**config.mk**
```make
export PLATFORM = sky130hd
export DESIGN_NAME = cpu_mem_loader_flat
export DESIGN_NICKNAME = d
export VERILOG_FILES = /design/src/rtl/cpu_mem_loader_if.sv /design/src/rtl/cpu_mem_loader.sv /design/src/flat_wrapper.sv
export SDC_FILE = /design/constraint.sdc
export NUM_CORES = 1
export LEC_CHECK = 0
export BUFFER_PORTS_ARGS = -buffer_cell sky130_fd_sc_hd__buf_2
export CAP_MARGIN = 15
export CORE_MARGIN = 2
export CORE_UTILIZATION = 55
export CTS_CLUSTER_SIZE = 20
export DETAILED_ROUTE_END_ITERATION = 6
export PLACE_DENSITY_LB_ADDON = 0.25
export SYNTH_ARGS = -nofsm -noshare
export SYNTH_HDL_FRONTEND = slang
export SYNTH_SLANG_ARGS = --single-unit
export TNS_END_PERCENT = 50
```
**constraint.sdc**
```tcl
create_clock -name clk -period 6 [get_ports clk]
set_input_delay 0.9 -clock clk [delete_from_list [all_inputs] [get_ports clk]]
set_output_delay 0.9 -clock clk [all_outputs]
set_load 0.02 [all_outputs]
```
**src/rtl/cpu_mem_loader_if.sv**
```systemverilog
// Host command/response streams plus the CPU external memory ports and run enable.
// The loader connects through the slave modport; the host and CPU side use master.
interface cpu_mem_loader_if #(
  parameter int ADDR_W = 32,
  parameter int DATA_W = 32
);
  logic              cmd_valid;
  logic              cmd_ready;
  logic [2:0]        cmd_op;
  logic [ADDR_W-1:0] cmd_addr;
  logic [DATA_W-1:0] cmd_data;
  logic              rsp_valid;
  logic              rsp_ready;
  logic [DATA_W-1:0] rsp_data;
  logic              rsp_err;
  logic [ADDR_W-1:0] addr_ext;
  logic              wen_ext;
  logic              ren_ext;
  logic [DATA_W-1:0] wdata_ext;
  logic [DATA_W-1:0] rdata_ext;
  logic [ADDR_W-1:0] addr_ext_2;
  logic              wen_ext_2;
  logic              ren_ext_2;
  logic [DATA_W-1:0] wdata_ext_2;
  logic [DATA_W-1:0] rdata_ext_2;
  logic              cpu_enable;
  logic              busy;

  modport slave (
    input  cmd_valid, cmd_op, cmd_addr, cmd_data, rsp_ready, rdata_ext, rdata_ext_2,
    output cmd_ready, rsp_valid, rsp_data, rsp_err,
           addr_ext, wen_ext, ren_ext, wdata_ext,
           addr_ext_2, wen_ext_2, ren_ext_2, wdata_ext_2,
           cpu_enable, busy
  );

  modport master (
    output cmd_valid, cmd_op, cmd_addr, cmd_data, rsp_ready, rdata_ext, rdata_ext_2,
    input  cmd_ready, rsp_valid, rsp_data, rsp_err,
           addr_ext, wen_ext, ren_ext, wdata_ext,
           addr_ext_2, wen_ext_2, ren_ext_2, wdata_ext_2,
           cpu_enable, busy
  );
endinterface

```
**src/rtl/cpu_mem_loader.sv**
```systemverilog
// Single-outstanding command engine driving the CPU's instruction/data memory
// ext ports and its run enable; every output is a register.
module cpu_mem_loader #(
  parameter int          ADDR_W = 32,
  parameter int          DATA_W = 32,
  parameter int unsigned RD_LAT = 1
) (
  input  logic            clk,
  input  logic            arst_n,
  cpu_mem_loader_if.slave bus
);
  localparam logic [2:0] OP_WR_IMEM = 3'b000;
  localparam logic [2:0] OP_RD_IMEM = 3'b001;
  localparam logic [2:0] OP_WR_DMEM = 3'b010;
  localparam logic [2:0] OP_RD_DMEM = 3'b011;
  localparam logic [2:0] OP_RUN     = 3'b100;

  typedef enum logic [2:0] {S_IDLE, S_WR, S_RD, S_RUN, S_RSP} state_t;

  state_t            r_state, w_state_nxt;
  logic              r_cmd_ready, w_cmd_ready_nxt;
  logic              r_rsp_valid, w_rsp_valid_nxt;
  logic              r_rsp_err, w_rsp_err_nxt;
  logic [DATA_W-1:0] r_rsp_data, w_rsp_data_nxt;
  logic [ADDR_W-1:0] r_addr, w_addr_nxt, r_addr2, w_addr2_nxt;
  logic [DATA_W-1:0] r_wdata, w_wdata_nxt, r_wdata2, w_wdata2_nxt;
  logic              r_wen, w_wen_nxt, r_ren, w_ren_nxt;
  logic              r_wen2, w_wen2_nxt, r_ren2, w_ren2_nxt;
  logic              r_en, w_en_nxt;
  logic              r_busy, w_busy_nxt;
  logic [2:0]        r_op, w_op_nxt;
  logic [DATA_W-1:0] r_data, w_data_nxt;
  logic [DATA_W-1:0] r_cnt, w_cnt_nxt;

  always_ff @(posedge clk or negedge arst_n) begin
    if (!arst_n) begin
      r_state     <= S_IDLE;
      r_cmd_ready <= 1'b1;
      r_rsp_valid <= 1'b0;
      r_rsp_err   <= 1'b0;
      r_rsp_data  <= '0;
      r_addr      <= '0;
      r_wdata     <= '0;
      r_wen       <= 1'b0;
      r_ren       <= 1'b0;
      r_addr2     <= '0;
      r_wdata2    <= '0;
      r_wen2      <= 1'b0;
      r_ren2      <= 1'b0;
      r_en        <= 1'b0;
      r_busy      <= 1'b0;
    end else begin
      r_state     <= w_state_nxt;
      r_cmd_ready <= w_cmd_ready_nxt;
      r_rsp_valid <= w_rsp_valid_nxt;
      r_rsp_err   <= w_rsp_err_nxt;
      r_rsp_data  <= w_rsp_data_nxt;
      r_addr      <= w_addr_nxt;
      r_wdata     <= w_wdata_nxt;
      r_wen       <= w_wen_nxt;
      r_ren       <= w_ren_nxt;
      r_addr2     <= w_addr2_nxt;
      r_wdata2    <= w_wdata2_nxt;
      r_wen2      <= w_wen2_nxt;
      r_ren2      <= w_ren2_nxt;
      r_en        <= w_en_nxt;
      r_busy      <= w_busy_nxt;
    end
  end

  // Latched command and shared read-latency / run down-counter; only read outside IDLE.
  always_ff @(posedge clk) begin
    r_op   <= w_op_nxt;
    r_data <= w_data_nxt;
    r_cnt  <= w_cnt_nxt;
  end

  always_comb begin
    w_state_nxt     = r_state;
    w_cmd_ready_nxt = r_cmd_ready;
    w_rsp_valid_nxt = r_rsp_valid;
    w_rsp_err_nxt   = r_rsp_err;
    w_rsp_data_nxt  = r_rsp_data;
    w_addr_nxt      = r_addr;
    w_wdata_nxt     = r_wdata;
    w_addr2_nxt     = r_addr2;
    w_wdata2_nxt    = r_wdata2;
    w_wen_nxt       = 1'b0;
    w_ren_nxt       = 1'b0;
    w_wen2_nxt      = 1'b0;
    w_ren2_nxt      = 1'b0;
    w_en_nxt        = r_en;
    w_op_nxt        = r_op;
    w_data_nxt      = r_data;
    w_cnt_nxt       = r_cnt;
    case (r_state)
      S_IDLE: begin
        if (bus.cmd_valid && r_cmd_ready) begin
          w_cmd_ready_nxt = 1'b0;
          w_op_nxt        = bus.cmd_op;
          w_data_nxt      = bus.cmd_data;
          case (bus.cmd_op)
            OP_WR_IMEM: begin
              w_state_nxt = S_WR;
              w_wen_nxt   = 1'b1;
              w_addr_nxt  = bus.cmd_addr;
              w_wdata_nxt = bus.cmd_data;
            end
            OP_WR_DMEM: begin
              w_state_nxt  = S_WR;
              w_wen2_nxt   = 1'b1;
              w_addr2_nxt  = bus.cmd_addr;
              w_wdata2_nxt = bus.cmd_data;
            end
            OP_RD_IMEM: begin
              w_state_nxt = S_RD;
              w_ren_nxt   = 1'b1;
              w_addr_nxt  = bus.cmd_addr;
              w_cnt_nxt   = DATA_W'(RD_LAT);
            end
            OP_RD_DMEM: begin
              w_state_nxt = S_RD;
              w_ren2_nxt  = 1'b1;
              w_addr2_nxt = bus.cmd_addr;
              w_cnt_nxt   = DATA_W'(RD_LAT);
            end
            OP_RUN: begin
              w_state_nxt = S_RUN;
              w_cnt_nxt   = bus.cmd_data;
              w_en_nxt    = (bus.cmd_data != '0);
            end
            default: begin
              w_state_nxt     = S_RSP;
              w_rsp_valid_nxt = 1'b1;
              w_rsp_err_nxt   = 1'b1;
              w_rsp_data_nxt  = '0;
            end
          endcase
        end
      end
      S_WR: begin
        w_state_nxt     = S_RSP;
        w_rsp_valid_nxt = 1'b1;
        w_rsp_data_nxt  = '0;
      end
      S_RD: begin
        if (r_cnt == '0) begin
          w_state_nxt     = S_RSP;
          w_rsp_valid_nxt = 1'b1;
          w_rsp_data_nxt  = (r_op == OP_RD_IMEM) ? bus.rdata_ext : bus.rdata_ext_2;
        end else begin
          w_cnt_nxt  = r_cnt - 1'b1;
          w_ren_nxt  = r_ren;
          w_ren2_nxt = r_ren2;
        end
      end
      S_RUN: begin
        // Leaving on count<=1 makes enable span exactly 'count' cycles; count 0 never raises it.
        if (r_cnt <= DATA_W'(1)) begin
          w_state_nxt     = S_RSP;
          w_en_nxt        = 1'b0;
          w_rsp_valid_nxt = 1'b1;
          w_rsp_data_nxt  = r_data;
        end else begin
          w_cnt_nxt = r_cnt - 1'b1;
        end
      end
      S_RSP: begin
        if (bus.rsp_ready) begin
          w_state_nxt     = S_IDLE;
          w_rsp_valid_nxt = 1'b0;
          w_rsp_err_nxt   = 1'b0;
          w_cmd_ready_nxt = 1'b1;
        end
      end
      default: begin
        w_state_nxt     = S_IDLE;
        w_cmd_ready_nxt = 1'b1;
        w_rsp_valid_nxt = 1'b0;
        w_rsp_err_nxt   = 1'b0;
        w_en_nxt        = 1'b0;
      end
    endcase
    w_busy_nxt = (w_state_nxt != S_IDLE);
  end

  assign bus.cmd_ready   = r_cmd_ready;
  assign bus.rsp_valid   = r_rsp_valid;
  assign bus.rsp_err     = r_rsp_err;
  assign bus.rsp_data    = r_rsp_data;
  assign bus.addr_ext    = r_addr;
  assign bus.wdata_ext   = r_wdata;
  assign bus.wen_ext     = r_wen;
  assign bus.ren_ext     = r_ren;
  assign bus.addr_ext_2  = r_addr2;
  assign bus.wdata_ext_2 = r_wdata2;
  assign bus.wen_ext_2   = r_wen2;
  assign bus.ren_ext_2   = r_ren2;
  assign bus.cpu_enable  = r_en;
  assign bus.busy        = r_busy;
endmodule

```
**src/flat_wrapper.sv**
```systemverilog
// flat-port wrapper written by rule: the top's interface ports become plain ports
module cpu_mem_loader_flat 
#(
  parameter int          ADDR_W = 32,
  parameter int          DATA_W = 32,
  parameter int unsigned RD_LAT = 1
)
  (clk, arst_n, bus_cmd_valid, bus_cmd_op, bus_cmd_addr, bus_cmd_data, bus_rsp_ready, bus_rdata_ext, bus_rdata_ext_2, bus_cmd_ready, bus_rsp_valid, bus_rsp_data, bus_rsp_err, bus_addr_ext, bus_wen_ext, bus_ren_ext, bus_wdata_ext, bus_addr_ext_2, bus_wen_ext_2, bus_ren_ext_2, bus_wdata_ext_2, bus_cpu_enable, bus_busy);
  cpu_mem_loader_if #(.ADDR_W(ADDR_W), .DATA_W(DATA_W)) bus_i ();
  input  logic clk;
  input  logic arst_n;
  input wire logic [$bits(bus_i.cmd_valid)-1:0] bus_cmd_valid;
  input wire logic [$bits(bus_i.cmd_op)-1:0] bus_cmd_op;
  input wire logic [$bits(bus_i.cmd_addr)-1:0] bus_cmd_addr;
  input wire logic [$bits(bus_i.cmd_data)-1:0] bus_cmd_data;
  input wire logic [$bits(bus_i.rsp_ready)-1:0] bus_rsp_ready;
  input wire logic [$bits(bus_i.rdata_ext)-1:0] bus_rdata_ext;
  input wire logic [$bits(bus_i.rdata_ext_2)-1:0] bus_rdata_ext_2;
  output wire logic [$bits(bus_i.cmd_ready)-1:0] bus_cmd_ready;
  output wire logic [$bits(bus_i.rsp_valid)-1:0] bus_rsp_valid;
  output wire logic [$bits(bus_i.rsp_data)-1:0] bus_rsp_data;
  output wire logic [$bits(bus_i.rsp_err)-1:0] bus_rsp_err;
  output wire logic [$bits(bus_i.addr_ext)-1:0] bus_addr_ext;
  output wire logic [$bits(bus_i.wen_ext)-1:0] bus_wen_ext;
  output wire logic [$bits(bus_i.ren_ext)-1:0] bus_ren_ext;
  output wire logic [$bits(bus_i.wdata_ext)-1:0] bus_wdata_ext;
  output wire logic [$bits(bus_i.addr_ext_2)-1:0] bus_addr_ext_2;
  output wire logic [$bits(bus_i.wen_ext_2)-1:0] bus_wen_ext_2;
  output wire logic [$bits(bus_i.ren_ext_2)-1:0] bus_ren_ext_2;
  output wire logic [$bits(bus_i.wdata_ext_2)-1:0] bus_wdata_ext_2;
  output wire logic [$bits(bus_i.cpu_enable)-1:0] bus_cpu_enable;
  output wire logic [$bits(bus_i.busy)-1:0] bus_busy;
  assign bus_i.cmd_valid = bus_cmd_valid;
  assign bus_i.cmd_op = bus_cmd_op;
  assign bus_i.cmd_addr = bus_cmd_addr;
  assign bus_i.cmd_data = bus_cmd_data;
  assign bus_i.rsp_ready = bus_rsp_ready;
  assign bus_i.rdata_ext = bus_rdata_ext;
  assign bus_i.rdata_ext_2 = bus_rdata_ext_2;
  assign bus_cmd_ready = bus_i.cmd_ready;
  assign bus_rsp_valid = bus_i.rsp_valid;
  assign bus_rsp_data = bus_i.rsp_data;
  assign bus_rsp_err = bus_i.rsp_err;
  assign bus_addr_ext = bus_i.addr_ext;
  assign bus_wen_ext = bus_i.wen_ext;
  assign bus_ren_ext = bus_i.ren_ext;
  assign bus_wdata_ext = bus_i.wdata_ext;
  assign bus_addr_ext_2 = bus_i.addr_ext_2;
  assign bus_wen_ext_2 = bus_i.wen_ext_2;
  assign bus_ren_ext_2 = bus_i.ren_ext_2;
  assign bus_wdata_ext_2 = bus_i.wdata_ext_2;
  assign bus_cpu_enable = bus_i.cpu_enable;
  assign bus_busy = bus_i.busy;
  cpu_mem_loader #(.ADDR_W(ADDR_W), .DATA_W(DATA_W), .RD_LAT(RD_LAT)) u_core (.clk(clk), .arst_n(arst_n), .bus(bus_i));
endmodule
```
### After elaboration in Yosys (flattened, before gate mapping)

Cells that the tools add are included.

* add/subtract/negate cells: 1
* $lt $le $gt $ge: 1
* shifts and indexed selects: 0
* equal/unequal tests: 18
* reductions and logical operators: 26
* multiply operators: 0
* bitwise logic cells: 2
* div/mod/pow operators: 0
* muxes and demuxes: 44

Operators with widths (count)
* $mux W32: 8
* $pmux W32 S4: 1
* $pmux W32 S3: 1
* $pmux W32 S2: 1
* $le A32 B1 Y1 const B: 1
* $logic_not A32 Y1: 1
* $reduce_bool A32 Y1: 1
* $sub A32 B1 Y32 const B: 1
* $mux W1: 21
* $pmux W3 S5: 1
* $reduce_and A3 Y1: 5
* $reduce_and A5 Y1: 3
* $eq A3 B2 Y1 const B: 4
* $mux W3: 4
* $ne A2 B2 Y1 const B: 5
* $eq A3 B1 Y1 const B: 3
* $pmux W1 S3: 3
* $pmux W3 S3: 1
* $reduce_and A4 Y1: 2
* $reduce_or A2 Y1: 4
* $eq A3 B3 Y1 const B: 2
* $logic_not A3 Y1: 2
* $ne A2 B1 Y1 const B: 3
* $reduce_bool A3 Y1: 2
* other kinds (9): 12

* output and inout bits: 169
* bits in latches: 0
* word-level logic and storage cells: 110
* memory bits (read-only): 0
* memories kept: 0
* flip-flop bits (word level): 239
* bits in writable memories: 0
* input bits: 135

### Depth between registers and ports, before layout

* depth after elaboration: 6
* gate-level depth with buffers: 8
* gate-level depth less buffers: 7

### Worst setup path after synthesis

No wires, ideal clock.

* path kind: register to register
* start: register u_core.r_cnt[0]
* end: register u_core.r_cnt[0], enable pin
* path slack: 2.090 ns
* clock period less this slack: 3.910 ns
* stages on the path, launching flop included: 7
* path buffers: 0
* arrival time: 3.444 ns
* library setup time: 0.466 ns
* required time: 5.534 ns
* cells stage by stage: edfxtp_1 inv_1 ha_1 nor2_1 a21oi_1 and4b_2 o21ai_0

* word-level cells in the longest chain between the ends: 3
* elaborated cells on any way between the ends: 5
* classes of those cells: 1 x order compare; 2 x eq/ne; 2 x reduce/logical

RTL lines
* start, declared: RTL line cpu_mem_loader.sv:33 `logic [DATA_W-1:0] r_cnt, w_cnt_nxt;`
* start signal, assigned: RTL line cpu_mem_loader.sv:75 `r_cnt <= w_cnt_nxt;`
* $le A32 B1 Y1 / $logic_not A32 Y1 (equally long branches): RTL line cpu_mem_loader.sv:159, cpu_mem_loader.sv:147
* $ne A2 B2 Y1 (no source line)
* $reduce_and A5 Y1 (no source line) *

Every way passes the cells marked *; elsewhere a longest branch is shown, timed or not.
A chain may end at the register's enable or synchronous reset.

### Worst setup path after layout

* start: register u_core.r_state[2]
* end: register u_core.r_wdata2[28] (netlist: u_core.bus.wdata_ext_2[28])

* word-level cells in the longest chain between the ends: 2

RTL lines
* start, declared: RTL line cpu_mem_loader.sv:20 `state_t r_state, w_state_nxt;`
* start signal, assigned: RTL line cpu_mem_loader.sv:53 `r_state <= w_state_nxt;`
* $logic_not A3 Y1: RTL line cpu_mem_loader.sv:96 `case (r_state)`
* $reduce_and A3 Y1 (no source line)
* end signal, assigned: RTL line cpu_mem_loader.sv:63 `r_wdata2 <= w_wdata2_nxt;`
* end, declared: RTL line cpu_mem_loader.sv:26 `logic [DATA_W-1:0] r_wdata, w_wdata_nxt, r_wdata2, w_wdata2_nxt;`

Every way passes these cells.

==> run_results.csv <==
group,metric,value,unit
synth,synth_area,10400,um2
status,status,"finished clean",
synth,synth_area_leader_cell,"dfrtp_1",
timing,post-route-period-util,0.517,
critical_path,slowest_stage,"and2_2",
critical_path,rrSetupSlack,2900,ps
cts,insertion_delay,520,ps
cells_and_area,seqCellArea,6320,um2
critical_path,r2r-start,"u_core.r_state[2]",
synth,yosysMostFrequentCell,"dfrtp_1",
timing,fmaxAchievable,0.322,GHz
critical_path,rr_worst_depth,6,
critical_path,cp_max_fo,34,
timing,worst_pin_slew,1140,ps
flow_run,drv_cap,0,
synth,yosys-top-cells-area,"dfrtp_1 41%, edfxtp_1 19%, mux2_2 14%",
global_routing,grt_max_degree,75,
synth,synth_cell_types,51,
cts,postCtsHoldBufs,0,
synth,ys_seq_area_frac,0.605,
cts,cts_buffer_depth,3,
synth,syn_area_per_cell,13.6,um2
detailed_routing,drc,0,
timing,finalSetupViolCount,0,
critical_path,crit_path_max_incr_delay,810,ps
detailed_routing,routed_wl,25.6,mm
critical_path,worstSetupStartpointType,"flop",
global_routing,antenna_found_initial,0,
timing,fin_ws,2900,ps
cells_and_area,diodes,0,
critical_path,cp_cell_sequence,"nor3_1 > nand3_1 > nor3b_4 > buf_4 > and2_2 > mux2_2",
worst_hold_path,hold_path_class,"in2async",
cts,cts_setup_buffers,0,
floorplan,row_count,50,
floorplan,die_y,142,um
placement,place_area,12100,um2
cts,cts_tree,"done",
timing,drv_slew,0,
synth,ys_async_sr_fraction,0.720,
global_routing,grt-ovfl-total,0,
critical_path,critPathRequiredTime,6390,ps
timing,grt_setup_unrepaired,"false",
detailed_routing,wl_per_cell,19.5,um
detailed_routing,drt_iter0_markers,361,
timing,finalClockSkew,11.9,ps
floorplan,io_pins,304,
cells_and_area,multi_input_area,3880,um2
floorplan,die_x,142,um
cells_and_area,drive_above_1_share,0.493,
timing,setup_tns,0,ps
placement,io_buffers,303,
cts,cts_buffers,25,
synth,yosys_warnings,0,
critical_path,end_kind,"flop",
global_routing,grt_pass1_vias,7623,
synth,synth_edf_count,67,
placement,dp_slack,2600,ps
cells_and_area,area_delta_synth_final,24.7,%
synth,synth-seq-cells,239,
pwr,peakVddDrop,238,uV
placement,gp_congestion,0.812,
floorplan,start_util,0.560,
detailed_routing,dr.pass1.iters,6,
synth,synth_ff_type,"dfrtp_1",
critical_path,worstSetupPathType,"reg2reg",
synth,synth_fp_nets,904,
timing,hold_viol_final,0,
floorplan,core,18600,um2
pwr,power.density,338,nW/um2
critical_path,arrival,3500,ps
cells_and_area,nets,1199,
detailed_routing,antenna_left,0,
synth,synth_top_cell_area_share,0.410,
timing,fin_crit,3100,ps
pwr,p_leak,0.00629,uW
global_routing,grt_pass1_wl,40.4,mm
global_routing,grt_use_total,0.253,
cts,cts_max_level,1,
cells_and_area,fillers,1344,
cts,ctsResizeCount,0,
cts,cts.clk_slew.worst_paths,60,ps
cells_and_area,final_cell_area,13000,um2
cts,cts-root-buf,"clkbuf_16",
synth,netlist_top_cells_count,"171 x dfrtp_1, 128 x mux2_2, 67 x edfxtp_1",
floorplan,die-area,20100,um2
placement,dp_hpwl,17.2,mm
detailed_routing,viasPerCell,5.71,
detailed_routing,vias,7493,
synth,syn_inst,766,
cts,cts_sinks,239,
timing,slew-limit-headroom,0.237,
critical_path,r2r-end,"u_core.bus.wdata_ext_2[28]",
-- final cells by class --
class | instances | share of cell area
clock buffer | 31 | 0.0529
inverter | 9 | 0.00260
sequential | 239 | 0.486
multi-input combinational | 470 | 0.298
clock inverter | 14 | 0.0140
tap | 234 | 0.0225
timing repair buffer | 316 | 0.125
-- cell families after synthesis --
group,synth area share
simple gates,0.0759
compound gates,0.0948
mux,0.169
buf+inv,0.0273
fa+ha+maj,0.00456
xor+xnor,0.0235
flops,0.605
-- sequential cells by signal, summed over array words and instances, names as in the netlist --
register,cells
u_core.bus.addr_ext,32
u_core.bus.addr_ext_2,32
u_core.bus.rsp_data,32
u_core.bus.wdata_ext,32
u_core.bus.wdata_ext_2,32
u_core.r_cnt,32
u_core.r_data,32
u_core.r_op,3
u_core.r_state,3
u_core.bus.busy,1
u_core.bus.cmd_ready,1
u_core.bus.cpu_enable,1
u_core.bus.ren_ext,1
u_core.bus.ren_ext_2,1
u_core.bus.rsp_err,1
u_core.bus.rsp_valid,1
u_core.bus.wen_ext,1
u_core.bus.wen_ext_2,1
-- where the power goes --
part / switching [uW] / internal, uW
combinational: 487 / 293
clock: 642 / 988
sequential: 110 / 1870
-- how the worst max path moves through the flow --
stage	start	end	slack [ps]	cells after the start
detailed placement	bus_cmd_valid	u_core.bus.wdata_ext_2[28]	2600	6
CTS	u_core.r_state[2]	u_core.bus.wdata_ext_2[21]	2870	6
global route	u_core.r_state[2]	u_core.bus.wdata_ext_2[4]	2680	6
finish	u_core.r_state[2]	u_core.bus.wdata_ext_2[28]	2900	6
global placement	bus_cmd_valid	u_core.bus.wdata_ext_2[9]	2630	6
floorplan	u_core.r_cnt[0]	u_core.r_cnt[0]	2090	6
-- critical path: cells and delay by family (launching register included) --
kind	cells	cell delay (ps)
DFF	1	500
and+or+nand+nor	4	1620
buffers and inverters	1	430
muxes	1	420
-- per-layer routing --
| metal | global-route usage | wire [um] |
|---|---|---|
| met3 | 0.0580 | 2070 |
| met5 | 0 | 0 |
| met1 | 0.340 | 10600 |
| met2 | 0.410 | 12300 |
| met4 | 0.0863 | 580 |
-- per-stage QoR --
step                      utilization  power, uW  hold WS [ps]  cells
after floorplan                     -       2490           491    766
after CTS                       0.698       4430           345   1313
after global placement          0.651       2770           457   1268
after detailed placement        0.651       2790           467   1268
final                           0.698       4400           337   1313
after global routing            0.698       4580           370   1313
-- cells in the final DEF (no fill, tap or decap), types with 3 or more instances in the layout --
cell       Yosys  routed
nand3b_1       3       3
clkbuf_8       0       4
inv_4          0       3
xnor2_1        7       7
edfxtp_1      67      67
nand2_1       43      43
nor4_1        14      13
buf_4          3      13
buf_2         12     302
nor2_1        54      54
o2bb2ai_2     30      30
a21oi_1       40      40
o22ai_1       25      25
nand4_1        6       6
bufinv_16      0       4
mux2i_1       32      32
nand4b_1       6       6
nor3_1         5       5
mux2_2       128     128
clkinv_2       0       4
or4_1          3       3
ha_1           3       3
xor2_1        21      21
inv_1          9       9
nand3_1        8       8
clkbuf_16      0      25
o21ai_0       12      11
dfrtp_1      171     170
Power figures use the tool's default switching activity.
